==> src/rtl/regfile_mp.sv <==
// Multi-port register file with pending-write scoreboard and a clear sweep.
// Optional same-cycle read forwarding is enabled by defining REGFILE_BYPASS_EN.
module regfile_mp #(
  parameter int REG_COUNT = 16,
  parameter int REG_SIZE  = 8,
  parameter int NUM_RD    = 2,
  parameter int NUM_WR    = 2,
  localparam int PTR      = $clog2(REG_COUNT)
) (
  input  logic                         clk,
  input  logic                         reset,
  input  logic                         init_R0,
  input  logic [REG_SIZE-1:0]          init_R0_data,
  input  logic [NUM_WR-1:0]            wr_en,
  input  logic [NUM_WR*PTR-1:0]        wr_addr,
  input  logic [NUM_WR*REG_SIZE-1:0]   wr_data,
  input  logic [NUM_RD*PTR-1:0]        rd_addr,
  output logic [NUM_RD*REG_SIZE-1:0]   rd_data,
  output logic [NUM_RD-1:0]            rd_busy,
  input  logic                         issue_en,
  input  logic [PTR-1:0]               issue_dst,
  output logic [REG_COUNT-1:0]         busy,
  input  logic                         clear_req,
  output logic                         clear_busy,
  output logic                         ready,
  output logic                         dbg_clear_state
);

  // Handshake: wr_en / issue_en take effect only on an edge where ready is 1;
  // there is no backpressure beyond ready, the caller must hold off itself.

  typedef enum logic {IDLE = 1'b0, CLEAR = 1'b1} state_t;

  state_t               state_q;
  logic [PTR-1:0]       cnt_q;
  logic [REG_SIZE-1:0]  r_q [REG_COUNT];
  logic [REG_COUNT-1:0] busy_q;

  logic [REG_COUNT-1:0] wr_hit;
  logic [REG_SIZE-1:0]  wr_val [REG_COUNT];
  logic                 accept;

  assign accept          = (state_q == IDLE);
  assign clear_busy      = (state_q == CLEAR);
  assign ready           = ~clear_busy;
  assign busy            = busy_q;
  assign dbg_clear_state = state_q;

  // Later ports overwrite earlier ones, so the highest-index match wins.
  always_comb begin
    wr_hit = '0;
    for (int i = 0; i < REG_COUNT; i++) begin
      wr_val[i] = '0;
      for (int k = 0; k < NUM_WR; k++) begin
        if (wr_en[k] && (wr_addr[k*PTR +: PTR] == PTR'(i))) begin
          wr_hit[i] = 1'b1;
          wr_val[i] = wr_data[k*REG_SIZE +: REG_SIZE];
        end
      end
    end
  end

  always_ff @(posedge clk) begin
    if (reset) begin
      state_q <= IDLE;
      cnt_q   <= '0;
      busy_q  <= '0;
      for (int i = 0; i < REG_COUNT; i++) r_q[i] <= '0;
    end else begin
      case (state_q)
        IDLE: begin
          if (clear_req) begin
            state_q <= CLEAR;
            cnt_q   <= '0;
          end
        end
        CLEAR: begin
          cnt_q <= cnt_q + 1'b1;
          if (cnt_q == PTR'(REG_COUNT-1)) state_q <= IDLE;
        end
        default: state_q <= IDLE;
      endcase

      for (int i = 0; i < REG_COUNT; i++) begin
        if (accept) begin
          if (wr_hit[i]) r_q[i] <= wr_val[i];
          // A new issue outranks a retiring write to the same register.
          if (issue_en && (issue_dst == PTR'(i))) busy_q[i] <= 1'b1;
          else if (wr_hit[i])                     busy_q[i] <= 1'b0;
        end else if (cnt_q == PTR'(i)) begin
          r_q[i]    <= '0;
          busy_q[i] <= 1'b0;
        end
      end

      if (init_R0) r_q[0] <= init_R0_data;
    end
  end

  always_comb begin
    rd_data = '0;
    rd_busy = '0;
    for (int j = 0; j < NUM_RD; j++) begin
      logic [PTR-1:0] a;
      a = rd_addr[j*PTR +: PTR];
      rd_data[j*REG_SIZE +: REG_SIZE] = r_q[a];
      rd_busy[j]                      = busy_q[a];
`ifdef REGFILE_BYPASS_EN
      if (accept) begin
        if (wr_hit[a]) begin
          rd_data[j*REG_SIZE +: REG_SIZE] = wr_val[a];
          rd_busy[j] = issue_en && (issue_dst == a);
        end
        if (init_R0 && (a == '0)) rd_data[j*REG_SIZE +: REG_SIZE] = init_R0_data;
      end
`endif
    end
  end

endmodule

==> config.mk <==
export PLATFORM = sky130hd
export DESIGN_NAME = regfile_mp
export DESIGN_NICKNAME = d
export VERILOG_FILES = /design/src/rtl/regfile_mp.sv
export SDC_FILE = /design/constraint.sdc
export NUM_CORES = 1
export LEC_CHECK = 0
export ABC_AREA = 1
export CORE_UTILIZATION = 52
export CTS_CLUSTER_SIZE = 12
export DETAILED_ROUTE_END_ITERATION = 6
export PLACE_DENSITY = 0.78
export SYNTH_ARGS = -nofsm -noshare
export SYNTH_HDL_FRONTEND = slang
export SYNTH_SLANG_ARGS = --single-unit
export TNS_END_PERCENT = 5
==> constraint.sdc <==
create_clock -name clk -period 2.2 [get_ports clk]
set_input_delay 0.33 -clock clk [delete_from_list [all_inputs] [get_ports clk]]
set_output_delay 0.33 -clock clk [all_outputs]
set_load 0.05 [all_outputs]
# == Word level (Yosys, flattened, before mapping) ==
# Memories as Yosys holds them, arrays and structs flattened.
# Cells that the tools add are included.
# op_classes
order_cmp,2
eq_ne,77
n_bitwise,34
addsub,1
reduce_logical,84
n_mux,303
# ops
op,count
two-way mux 8 bit,65
two-way mux 1 bit,233
equality test 4 bit (second input constant),32
equality test 4 x 3 -> 1 bit (second input constant),16
logical AND 1 bit,48
nonzero test 3 bit,16
OR 1 bit,33
equality test 4 x 2 -> 1 bit (second input constant),8
inequality test 2 x 1 -> 1 bit (second input constant),16
AND reduction 2 bit,16
equality test 4 x 1 -> 1 bit (second input constant),4
zero test 4 bit,4
< comparator 4 x 5 -> 1 bit (second input constant),2
binary-select mux 1 bit (select 4 bit),2
one-hot mux 4 bit (2 select lines),1
adder 4 x 1 -> 4 bit (second input constant),1
two-way mux 4 bit,1
inequality test 2 bit (second input constant),1
one-hot mux 1 bit (2 select lines),1
NOT 1 bit,1
# word_totals
regBits,21
output_inout_bits,37
input_bits,51
ram_bits,128
mem_count,1
wordCells,520
# mem_list
name,words,width,rd,rd_clocked_by_memory_dff,write_ports,line,text
r_q,16,8,2,0,16,36,logic [REG_SIZE-1:0] r_q [REG_COUNT];

# == Depth between registers and ports, before layout ==
# logic_depth
word_depth,11
ltp_mapped,9
depth_no_buf,8

# == Least setup slack after synthesis ==
# No wires, ideal clock.
# synth_path
kind,flip-flop to flip-flop
start,register state_q (netlist: clear_busy)
end,"memory r_q[6][0], enable pin"
path_slack_ns,0.197
path_stages_with_launch,7
arrival_ns,1.674
period_less_slack_ns,2.003
setup_time_ns,0.329
cell_sequence,dfxtp_1 > buf_2 > inv_1 > clkbuf_1 > nor3_1 > nor2_1 > nand2_1
# synth_lines
element,line,text
"start, declared",34,state_t state_q;
"start signal, assigned",65,state_q <= IDLE;
"start signal, assigned",73,state_q <= CLEAR;
"start signal, assigned",79,if (cnt_q == PTR'(REG_COUNT-1)) state_q <= IDLE;
"end, declared",36,

# == Worst setup path after layout ==
# layout_path
start,register busy_q[6] (netlist: busy[6])
end,output busy[6]
# layout_lines
element,line,text
"start, declared",37,logic [REG_COUNT-1:0] busy_q;
"start signal, assigned",67,busy_q <= '0;
"start signal, assigned by index",88,if (issue_en && (issue_dst == PTR'(i))) busy_q[i] <= 1'b1;
"start signal, assigned by index",89,else if (wr_hit[i]) busy_q[i] <= 1'b0;
"end, declared",22,"output logic [REG_COUNT-1:0] busy,"
# No word-level cell between the ends.

==> flow_metrics.py <==
metrics = {
    "place": {
        "place_inst": 1973,
        "post-place-ws_ns": -0.00961,
        "globalplace.congestion": 1.05,
        "dpl_cell_area_um2": 12600,
        "hpwl_mm": 30.8,
        "port_buffers": 87,
    },
    "power_and_ir_drop": {
        "power_leakage_nw": 5.04,
        "switchingPower_mw": 2.45,
        "p_seq_share_pct": 38.9,
        "peakVddDrop_mv": 0.513,
        "power.share.switching_pct": 30.9,
        "internal-power_mw": 5.47,
        "powerDensity_nw_per_um2": 597,
        "p_total_mw": 7.92,
        "power_frac_comb_pct": 21.6,
        "clockPowerShare_pct": 39.4,
    },
    "die": {
        "chipWidth_um": 145,
        "fp.coreArea_um2": 19800,
        "dieArea_um2": 21100,
        "die_h_um": 145,
        "rows": 51,
        "start_util_pct": 53.8,
        "boundaryPins": 88,
    },
    "global_routing": {
        "antenna_found_initial": 0,
        "grt_start_max_net_pins": 63,
        "grt_pass1_vias": 11089,
        "grt_first_pass_wirelength_mm": 63.1,
        "overflow": 0,
        "grt.total_usage_pct": 38.9,
    },
    "setup_path": {
        "worstSetupEndpointType": "primary output",
        "crit_arrival_ns": 1.84,
        "crit_slowest_cell": "clkdlybuf4s50_1",
        "crit_family": "buffers and inverters",
        "worstSetupPathType": "reg2out",
        "startpoint_type": "flop",
        "cpPeakStageDelay_ns": 0.87,
        "crit_chain": "clkdlybuf4s50_1",
        "critPathRequiredTime_ns": 1.87,
        "path_buf_inv": 1,
        "cp_max_fo": 4,
    },
    "cts": {
        "post_cts_buffers": 0,
        "ctsResizeCount": 0,
        "cts_buffers": 17,
        "cts_root_buffer": "clkbuf_16",
        "clockBufferDepth": 2,
        "ctsHoldBuffers": 0,
        "cts_tree": "yes",
        "cts_sinks": 149,
        "cts_htree_levels": 4,
        "clk_pin_slew_worst_paths_ns": 0.07,
        "worst_skew_pair.late_latency_ns": 0.44,
    },
    "finish": {
        "multiInputGateArea_um2": 5910,
        "final_area_um2": 13300,
        "final_cell_mix": "nand2_1, a21oi_1, nand3_1",
        "drive_gt1_share_pct": 11.9,
        "num-fill-cells": 1699,
        "n_antenna_cell": 0,
        "final_nets": 1782,
        "layout_commonest_cell": "nand2_1",
        "register_area_um2": 3780,
        "syn_to_final_growth_pct": 24.5,
        "final_cells": 2005,
    },
    "routing": {
        "vias": 12763,
        "drc_errors": 1,
        "drtPass1Iterations": 7,
        "routed_wirelength_mm": 41.5,
        "wire_per_inst_um": 20.7,
        "drt_iter0_markers": 2474,
        "via_per_inst": 6.37,
        "ant_nets": 0,
    },
    "synth": {
        "synth_edf_count": 80,
        "ys.flop_type": "edfxtp_1",
        "synth_cells": 1621,
        "synth.net_count": 1676,
        "synth_area_um2": 10700,
        "synth-seq-area-share_pct": 35.5,
        "syn-mean-instance-area_um2": 6.57,
        "synthArstFlopShare_pct": 0,
        "synth_seq_cells": 149,
        "synth.distinct_cells": 32,
        "ys_warn_count": 0,
    },
    "min_path": {
        "hold_class": "in2reg",
    },
    "timing": {
        "worst_slew_pin_slew_ns": 0.611,
        "tns_ns": 0,
        "slew_headroom_pct": 59.1,
        "fin_crit_ns": 2.17,
        "fin_skew_ns": 0.00940,
        "post-route-period-util_pct": 98.7,
        "rsz0062_at_grt": "false",
        "final-setup-viol-count": 0,
        "final_hold_viol_count": 0,
        "layout_setup_ws_ns": 0.0286,
        "max_freq_mhz": 461,
        "final_max_slew_viol_count": 0,
    },
    "outcome": {
        "violations": "DRC",
        "outcome": "finished, violations left",
    },
    "run": {
        "maxCapViolCount": 0,
    },
}
==> path summary, 6_finish.rpt <==
path         slack [ns]                      end  cells after the start                    start
max                0.03                  busy[6]                      1     busy[6]$_SDFFE_PP0P_
min                0.18     busy[0]$_SDFFE_PP0P_                      2                    reset
max reg2reg        0.37  r_q[14][7]$_SDFFE_PP0P_                      6    clear_busy$_SDFF_PP0_
min reg2reg        0.47  r_q[11][3]$_SDFFE_PP0P_                      2  r_q[11][3]$_SDFFE_PP0P_
==> layout make-up <==
cell class / count / area share [%]
Clock buffer: 18 / 3.24
Clock inverter: 14 / 1.41
Inverter: 125 / 3.54
Multi-Input combinational cell: 1228 / 44.5
Sequential cell: 149 / 28.5
Tap cell: 265 / 2.50
Timing Repair Buffer: 206 / 16.2
==> sequential cells by signal (all words and copies together), names as in the netlist <==
name        cells
cnt_q           4
r_q           128
clear_busy      1
busy           16
==> power groups by stage <==
stage          combinational (mW)  sequential, mW  clock, mW
6_report                     1.71            3.08       3.12
3_3_place_gp                 1.63            3.13          0
5_1_grt                      1.80            3.08       3.22
4_1_cts                      1.66            3.07       3.11
3_5_place_dp                 1.65            3.13          0
2_1_floorplan               0.882            3.12          0
==> per-stage QoR <==
step	utilization [%]	hold WS, ns
3_5_place_dp	63.9	0.462
2_1_floorplan	-	0.445
4_1_cts	67.0	0.172
6_report	67.1	0.180
3_3_place_gp	63.9	0.455
5_1_grt	67.1	0.195
==> cells by family (layout without fill, tap and decap cells) <==
logic type	after synthesis	after routing	synth area share [%]
and+or+nand+nor	763	763	31.2
AOI/OAI and AO/OA	461	461	23.8
buffers and inverters	244	363	9.02
DFF	149	149	35.5
adders and majority gates	4	4	0.470
==> routing by layer <==
metal / vias up / track usage [%] / wire length [um]
met5: - / 0 / 0
met4: 0 / 17.2 / 2190
li1: 5759 / - / -
met2: 1104 / 54.8 / 16500
met3: 192 / 11.3 / 6860
met1: 5708 / 54.8 / 15900
==> synth_stat cells, types with 6 or more instances <==
| cell | n | area (um2) |
|---|---|---|
| nand2_1 | 356 | 1340 |
| a21oi_1 | 213 | 1070 |
| nand3_1 | 212 | 1060 |
| nor2_1 | 149 | 559 |
| o21ai_0 | 143 | 716 |
| inv_1 | 115 | 432 |
| edfxtp_1 | 80 | 2400 |
| clkbuf_1 | 77 | 289 |
| o211ai_1 | 72 | 541 |
| dfxtp_1 | 69 | 1380 |
| buf_2 | 26 | 130 |
| a31oi_1 | 15 | 93.8 |
| buf_1 | 12 | 45.0 |
| nor3_1 | 10 | 50.1 |
| nand4_1 | 9 | 56.3 |
| nor2_4 | 9 | 101 |
| o21ai_1 | 8 | 40.0 |
| nor2_2 | 6 | 37.5 |
Note: power is estimated with default switching activity, not from simulation.
